--- src/rtl/hazard_detect.sv ---
// Hazard detection: raises load-use, branch-window and store-wait stall requests
// for the downstream stall controller.
module hazard_detect #(
  parameter int LOAD_BUBBLES  = 1,
  parameter int BRANCH_LAT    = 2,
  parameter int STORE_TIMEOUT = 16
) (
  input  logic       clk,
  input  logic       rst_n,
  input  logic       id_valid,
  input  logic [4:0] id_rs1,
  input  logic [4:0] id_rs2,
  input  logic       id_use_rs1,
  input  logic       id_use_rs2,
  input  logic       id_branch,
  input  logic       ex_mem_read,
  input  logic [4:0] ex_rd,
  input  logic       mem_store,
  input  logic       dmem_ready,
  input  logic       flush,
  output logic       StallLoad,
  output logic       StallStore,
  output logic       StallBranch,
  output logic       store_err
);

  localparam int LW = $clog2(LOAD_BUBBLES + 1);
  localparam int BW = $clog2(BRANCH_LAT + 1);
  localparam int WW = $clog2(STORE_TIMEOUT + 1);

  typedef enum logic [1:0] {S_IDLE, S_WAIT, S_ERR} storeState_t;

  storeState_t    stateReg, stateNext;
  logic [LW-1:0]  loadCntReg, loadCntNext;
  logic [BW-1:0]  brCntReg, brCntNext;
  logic [WW-1:0]  waitCntReg, waitCntNext;
  logic           storeErrReg, storeErrNext;
  logic           hit, brStart;

  // Input terms are gated by rst_n so every request reads 0 while in reset.
  always_comb begin
    hit = rst_n & id_valid & ex_mem_read & (ex_rd != 5'd0) &
          ((id_use_rs1 & (id_rs1 == ex_rd)) | (id_use_rs2 & (id_rs2 == ex_rd)));
    StallLoad   = rst_n & ~flush & (hit | (loadCntReg != '0));
    brStart     = rst_n & id_valid & id_branch & (brCntReg == '0) & ~StallLoad & ~flush;
    StallBranch = rst_n & ~flush & (brStart | (brCntReg != '0));
    StallStore  = rst_n & mem_store & ~dmem_ready & (stateReg != S_ERR);
    store_err   = storeErrReg;
  end

  always_comb begin
    loadCntNext  = loadCntReg;
    brCntNext    = brCntReg;
    waitCntNext  = waitCntReg;
    stateNext    = stateReg;
    storeErrNext = storeErrReg;

    // An active window ignores new hits; it only reloads once it has drained.
    if (flush)
      loadCntNext = '0;
    else if (loadCntReg != '0)
      loadCntNext = loadCntReg - 1'b1;
    else if (hit)
      loadCntNext = LW'(LOAD_BUBBLES - 1);

    if (flush)
      brCntNext = '0;
    else if (brStart)
      brCntNext = BW'(BRANCH_LAT - 1);
    else if (brCntReg != '0)
      brCntNext = brCntReg - 1'b1;

    unique case (stateReg)
      S_IDLE: begin
        if (mem_store && !dmem_ready) begin
          stateNext   = S_WAIT;
          waitCntNext = WW'(1);
        end
      end
      S_WAIT: begin
        if (dmem_ready || !mem_store) begin
          stateNext   = S_IDLE;
          waitCntNext = '0;
        end else if (waitCntReg == WW'(STORE_TIMEOUT - 1)) begin
          stateNext    = S_ERR;
          storeErrNext = 1'b1;
        end else begin
          waitCntNext = waitCntReg + 1'b1;
        end
      end
      S_ERR: begin
        // The store has been abandoned; wait for MEM to drop it.
        if (!mem_store) begin
          stateNext   = S_IDLE;
          waitCntNext = '0;
        end
      end
      default: stateNext = S_IDLE;
    endcase
  end

  always_ff @(posedge clk or negedge rst_n) begin
    if (!rst_n) begin
      loadCntReg  <= '0;
      brCntReg    <= '0;
      waitCntReg  <= '0;
      stateReg    <= S_IDLE;
      storeErrReg <= 1'b0;
    end else begin
      loadCntReg  <= loadCntNext;
      brCntReg    <= brCntNext;
      waitCntReg  <= waitCntNext;
      stateReg    <= stateNext;
      storeErrReg <= storeErrNext;
    end
  end

endmodule

--- config.mk ---
export PLATFORM = sky130hd
export DESIGN_NAME = hazard_detect
export DESIGN_NICKNAME = d
export VERILOG_FILES = /design/src/rtl/hazard_detect.sv
export SDC_FILE = /design/constraint.sdc
export NUM_CORES = 1
export LEC_CHECK = 0
export ABC_AREA = 1
export BUFFER_PORTS_ARGS = -buffer_cell sky130_fd_sc_hd__clkbuf_2
export CAP_MARGIN = 20
export CORE_MARGIN = 2
export CORE_UTILIZATION = 35
export CTS_BUF_LIST = sky130_fd_sc_hd__clkbuf_4 sky130_fd_sc_hd__clkbuf_8
export CTS_CLUSTER_DIAMETER = 200
export DETAILED_ROUTE_END_ITERATION = 16
export REMOVE_ABC_BUFFERS = 1
export SLEW_MARGIN = 15
export SYNTH_ARGS = -nofsm -noshare
export SYNTH_HDL_FRONTEND = slang
export SYNTH_SLANG_ARGS = --single-unit
--- constraint.sdc ---
create_clock -name clk -period 2.8 [get_ports clk]
set_input_delay 0.42 -clock clk [delete_from_list [all_inputs] [get_ports clk]]
set_output_delay 0.42 -clock clk [all_outputs]
set_load 0.02 [all_outputs]
==> run_summary.xml <==
<?xml version="1.0" encoding="UTF-8"?>
<metrics>
  <group name="status">
    <metric name="status" unit="">complete, no violations</metric>
  </group>
  <group name="layout">
    <metric name="drive_gt1_share" unit="%">25.3</metric>
    <metric name="finalInstanceArea" unit="um2">1080</metric>
    <metric name="insertedDiodeCount" unit="">0</metric>
    <metric name="layout.cells.most_common" unit="">nand2_1</metric>
    <metric name="post_layout_nets" unit="">202</metric>
    <metric name="area_delta_synth_final" unit="%">24.6</metric>
    <metric name="layout.core_utilization" unit="%">44.9</metric>
    <metric name="commonest_cells_after_routing_fill_and_taps_aside" unit="">44 x nand2_1, 28 x clkbuf_2, 25 x inv_1, 16 x nor2_1, 10 x dfrtp_1</metric>
  </group>
  <group name="power">
    <metric name="p_sw" unit="W">0.000292</metric>
    <metric name="p_comb_share" unit="%">50.0</metric>
    <metric name="p_sw_share" unit="%">42.5</metric>
    <metric name="internal_power" unit="W">0.000394</metric>
    <metric name="power.static_leakage" unit="nW">0.677</metric>
    <metric name="ir_drop" unit="mV">0.340</metric>
    <metric name="p_per_area" unit="nW/um2">634</metric>
    <metric name="power.sequential.fraction" unit="%">32.0</metric>
    <metric name="power.share.clock" unit="%">18.1</metric>
  </group>
  <group name="die">
    <metric name="area_inside_the_core_boundary" unit="um2">2410</metric>
    <metric name="initial_utilization" unit="%">36.0</metric>
    <metric name="die_y" unit="um">53.8</metric>
    <metric name="num_io_pins" unit="">29</metric>
    <metric name="die-area" unit="um2">2900</metric>
    <metric name="die_w" unit="um">53.8</metric>
    <metric name="number_of_standard_cell_rows_in_the_floorplan" unit="">18</metric>
  </group>
  <group name="place">
    <metric name="finalWeightedCongestion" unit="">0.762</metric>
    <metric name="place_ws" unit="ns">0.826</metric>
    <metric name="io_buffers" unit="">28</metric>
    <metric name="place_hpwl" unit="um">1610</metric>
    <metric name="post_dp_cell_area" unit="um2">1050</metric>
  </group>
  <group name="detailed_routing">
    <metric name="vias_per_cell" unit="">4.51</metric>
    <metric name="drtIter0Drc" unit="">20</metric>
    <metric name="drcViolationCount" unit="">0</metric>
    <metric name="routed-via-count" unit="">901</metric>
    <metric name="drtAntennaViolNets" unit="">0</metric>
    <metric name="route.detailed.wl_per_inst" unit="um">9.35</metric>
    <metric name="drt_pass1_iterations" unit="">4</metric>
    <metric name="drt-total-wl" unit="um">1870</metric>
  </group>
  <group name="clocking">
    <metric name="hold_buffer_count_at_cts" unit="">0</metric>
    <metric name="cts.sink_count" unit="">10</metric>
    <metric name="max_buffers_root_to_sink" unit="">2</metric>
    <metric name="clk_pin_slew_worst_paths" unit="ns">0.06</metric>
    <metric name="tritoncts_clock_tree" unit="">done</metric>
    <metric name="clock_tree.htree_level_count" unit="">1</metric>
    <metric name="cts_setup_buffers" unit="">0</metric>
    <metric name="clock_tree.root_cell" unit="">clkbuf_4</metric>
    <metric name="source_to_sink_clock_delay_at_the_later_pin_of_the_worst_skew_pair" unit="ns">0.25</metric>
    <metric name="numCtsBuffers" unit="">3</metric>
    <metric name="ctsResizeCount" unit="">0</metric>
  </group>
  <group name="synthesis">
    <metric name="syn_inst" unit="">138</metric>
    <metric name="post_synth_instance_area" unit="um2">868</metric>
    <metric name="synth.yosys.seq_area_share" unit="%">28.8</metric>
    <metric name="ys_seq_elements" unit="">10</metric>
    <metric name="synth.area.mux_share" unit="%">0</metric>
    <metric name="yosysUniqueCellTypes" unit="">21</metric>
    <metric name="synth_adder_area_share" unit="%">8.65</metric>
    <metric name="yosys.area.top_type_share" unit="%">28.8</metric>
    <metric name="ys_warn_count" unit="">0</metric>
    <metric name="main_combinational_cell_family_by_area_after_synthesis" unit="">simple AND/OR/NAND/NOR gates</metric>
    <metric name="xor_xnor_cell_area_share_of_the_yosys_netlist" unit="%">1.01</metric>
    <metric name="synth_compound_area_share" unit="%">8.65</metric>
    <metric name="yosysTopAreaCell" unit="">dfrtp_1</metric>
    <metric name="synthTopCellsByArea" unit="">dfrtp_1 29%, nand2_1 19%, inv_1 11%, ha_1 8.6%, nor2_1 6.9%</metric>
    <metric name="syn-mean-instance-area" unit="um2">6.29</metric>
    <metric name="simple_gate_share_of_the_synthesized_area" unit="%">39.9</metric>
  </group>
  <group name="global_routing">
    <metric name="wire_length_of_the_first_global_routing_pass" unit="um">2980</metric>
    <metric name="grt-ovfl-total" unit="">0</metric>
    <metric name="grt_start_max_net_pins" unit="">13</metric>
    <metric name="first_global_vias" unit="">784</metric>
    <metric name="globalRouteTotalUtil" unit="%">14.3</metric>
    <metric name="antenna_found_initial" unit="">0</metric>
  </group>
  <group name="setup_path">
    <metric name="critPathBufInv" unit="">3</metric>
    <metric name="timing.critical_path.slowest_cell_delay" unit="ns">0.38</metric>
    <metric name="cpMaxStageDelayCell" unit="">dfrtp_1</metric>
    <metric name="worst_path_dominant_cell_family" unit="">flip-flops</metric>
    <metric name="cp.required" unit="ns">2.38</metric>
    <metric name="critical_path_peak_fanout" unit="">5</metric>
    <metric name="criticalPathCategory" unit="">reg2out</metric>
    <metric name="worst_setup_path_end_kind" unit="">primary output</metric>
    <metric name="timing.critical_path.arrival" unit="ns">1.62</metric>
    <metric name="critical_path.startpoint_type" unit="">register</metric>
    <metric name="timing.critical_path.cells" unit="">inv_1 -&gt; ha_1 -&gt; inv_1 -&gt; nor2_1 -&gt; nand2_1 -&gt; a21boi_0 -&gt; clkbuf_2</metric>
    <metric name="cpMostUsedCell" unit="">inv_1</metric>
  </group>
  <group name="sta">
    <metric name="relative_slew_slack" unit="%">74.8</metric>
    <metric name="rsz0062_at_grt" unit="">no</metric>
    <metric name="max_clock_freq" unit="MHz">491</metric>
    <metric name="tightest_slew" unit="ns">0.376</metric>
    <metric name="hold_violations" unit="">0</metric>
    <metric name="setup-violations-final" unit="">0</metric>
    <metric name="worst_clock_skew" unit="ns">0.000418</metric>
    <metric name="final.min_clock_period" unit="ns">2.04</metric>
    <metric name="worst_hold_slack" unit="ns">0.0328</metric>
    <metric name="setup_slack" unit="ns">0.761</metric>
    <metric name="timing.final.crit_share" unit="%">72.8</metric>
    <metric name="setup_tns" unit="ns">0</metric>
    <metric name="timing.final.max_slew_violations" unit="">0</metric>
  </group>
  <group name="worst_hold_path">
    <metric name="hp-class" unit="">in2async</metric>
  </group>
  <group name="job">
    <metric name="drv_cap" unit="">0</metric>
  </group>
</metrics>
Yosys cell counts:
master,n
nand2_1,44
inv_1,25
nor2_1,16
dfrtp_1,10
nand4_1,7
ha_1,6
nand3_1,6
inv_2,5
o21ai_0,4
o21ai_1,3
nor2_4,2
a21boi_0,1
a21oi_1,1
a21oi_2,1
nor2_2,1
nor3_1,1
nor3b_1,1
o22ai_1,1
o31ai_2,1
or2_2,1
xor2_1,1
worst paths after layout:
kind | from | endpoint | slack (ns) | cells after the start
max in group asynchronous | rst_n | brCntReg[1] | 2.55 | 1
min in group clk | flush | brCntReg[1] | 0.44 | 4
worst max register to register | waitCntReg[0] | waitCntReg[4] | 1.24 | 9
worst max-delay path | brCntReg[0] | StallBranch | 0.76 | 7
worst min-delay path | rst_n | store_err | 0.03 | 1
worst min register to register | store_err | store_err | 0.48 | 1
flip-flops by register name, summed over array words and instances (netlist names):
name and cells:
waitCntReg 5, brCntReg 2, stateReg 2, store_err 1
per-layer routing:
metal / up-vias / GRT usage [%] / routed length, um / share of wire (%)
met2: 27 / 24.8 / 833 / 45
met3: 2 / 3.33 / 144 / 7.7
li1: 489 / - / - / -
met5: - / 0 / 0 / 0
met1: 383 / 16.6 / 881 / 47
met4: 0 / 6.41 / 10 / 0.54
final cells by class:
class | count | area, um2
tap | 30 | 37.5
timing repair buffer | 28 | 140
clock buffer | 4 | 36.3
sequential | 10 | 250
multi-input combinational | 98 | 505
fill | 255 | 1330
inverter | 30 | 113
power by group through the flow:
stage          registers (W)  logic (W)  clock network, W
2_1_floorplan       0.000210   0.000263                 0
3_3_place_gp        0.000221   0.000335                 0
3_5_place_dp        0.000220   0.000344                 0
4_1_cts             0.000219   0.000344          0.000130
5_1_grt             0.000224   0.000390          0.000139
6_report            0.000219   0.000343          0.000124
metrics by stage:
step	instances	total power, W
after floorplan	138	0.000473
after detailed placement	196	0.000564
after global placement	196	0.000556
after CTS	200	0.000693
after global routing	200	0.000752
final	200	0.000686
kinds of logic after synthesis:
logic type               count (synthesis)
AO/OA/AOI/OAI                           12
XOR/XNOR                                 1
adder cells (fa/ha/maj)                  6
buffers and inverters                   30
flip-flops                              10
AND/OR/NAND/NOR                         79
worst register-to-register path: cells and delay by family (launching register included):
family,cells,cell delay [ns]
compound gates,1,0.09
fa+ha+maj,2,0.43
buf+inv,1,0.08
flops,1,0.42
simple gates,5,0.46
Power figures use the tool's default switching activity.
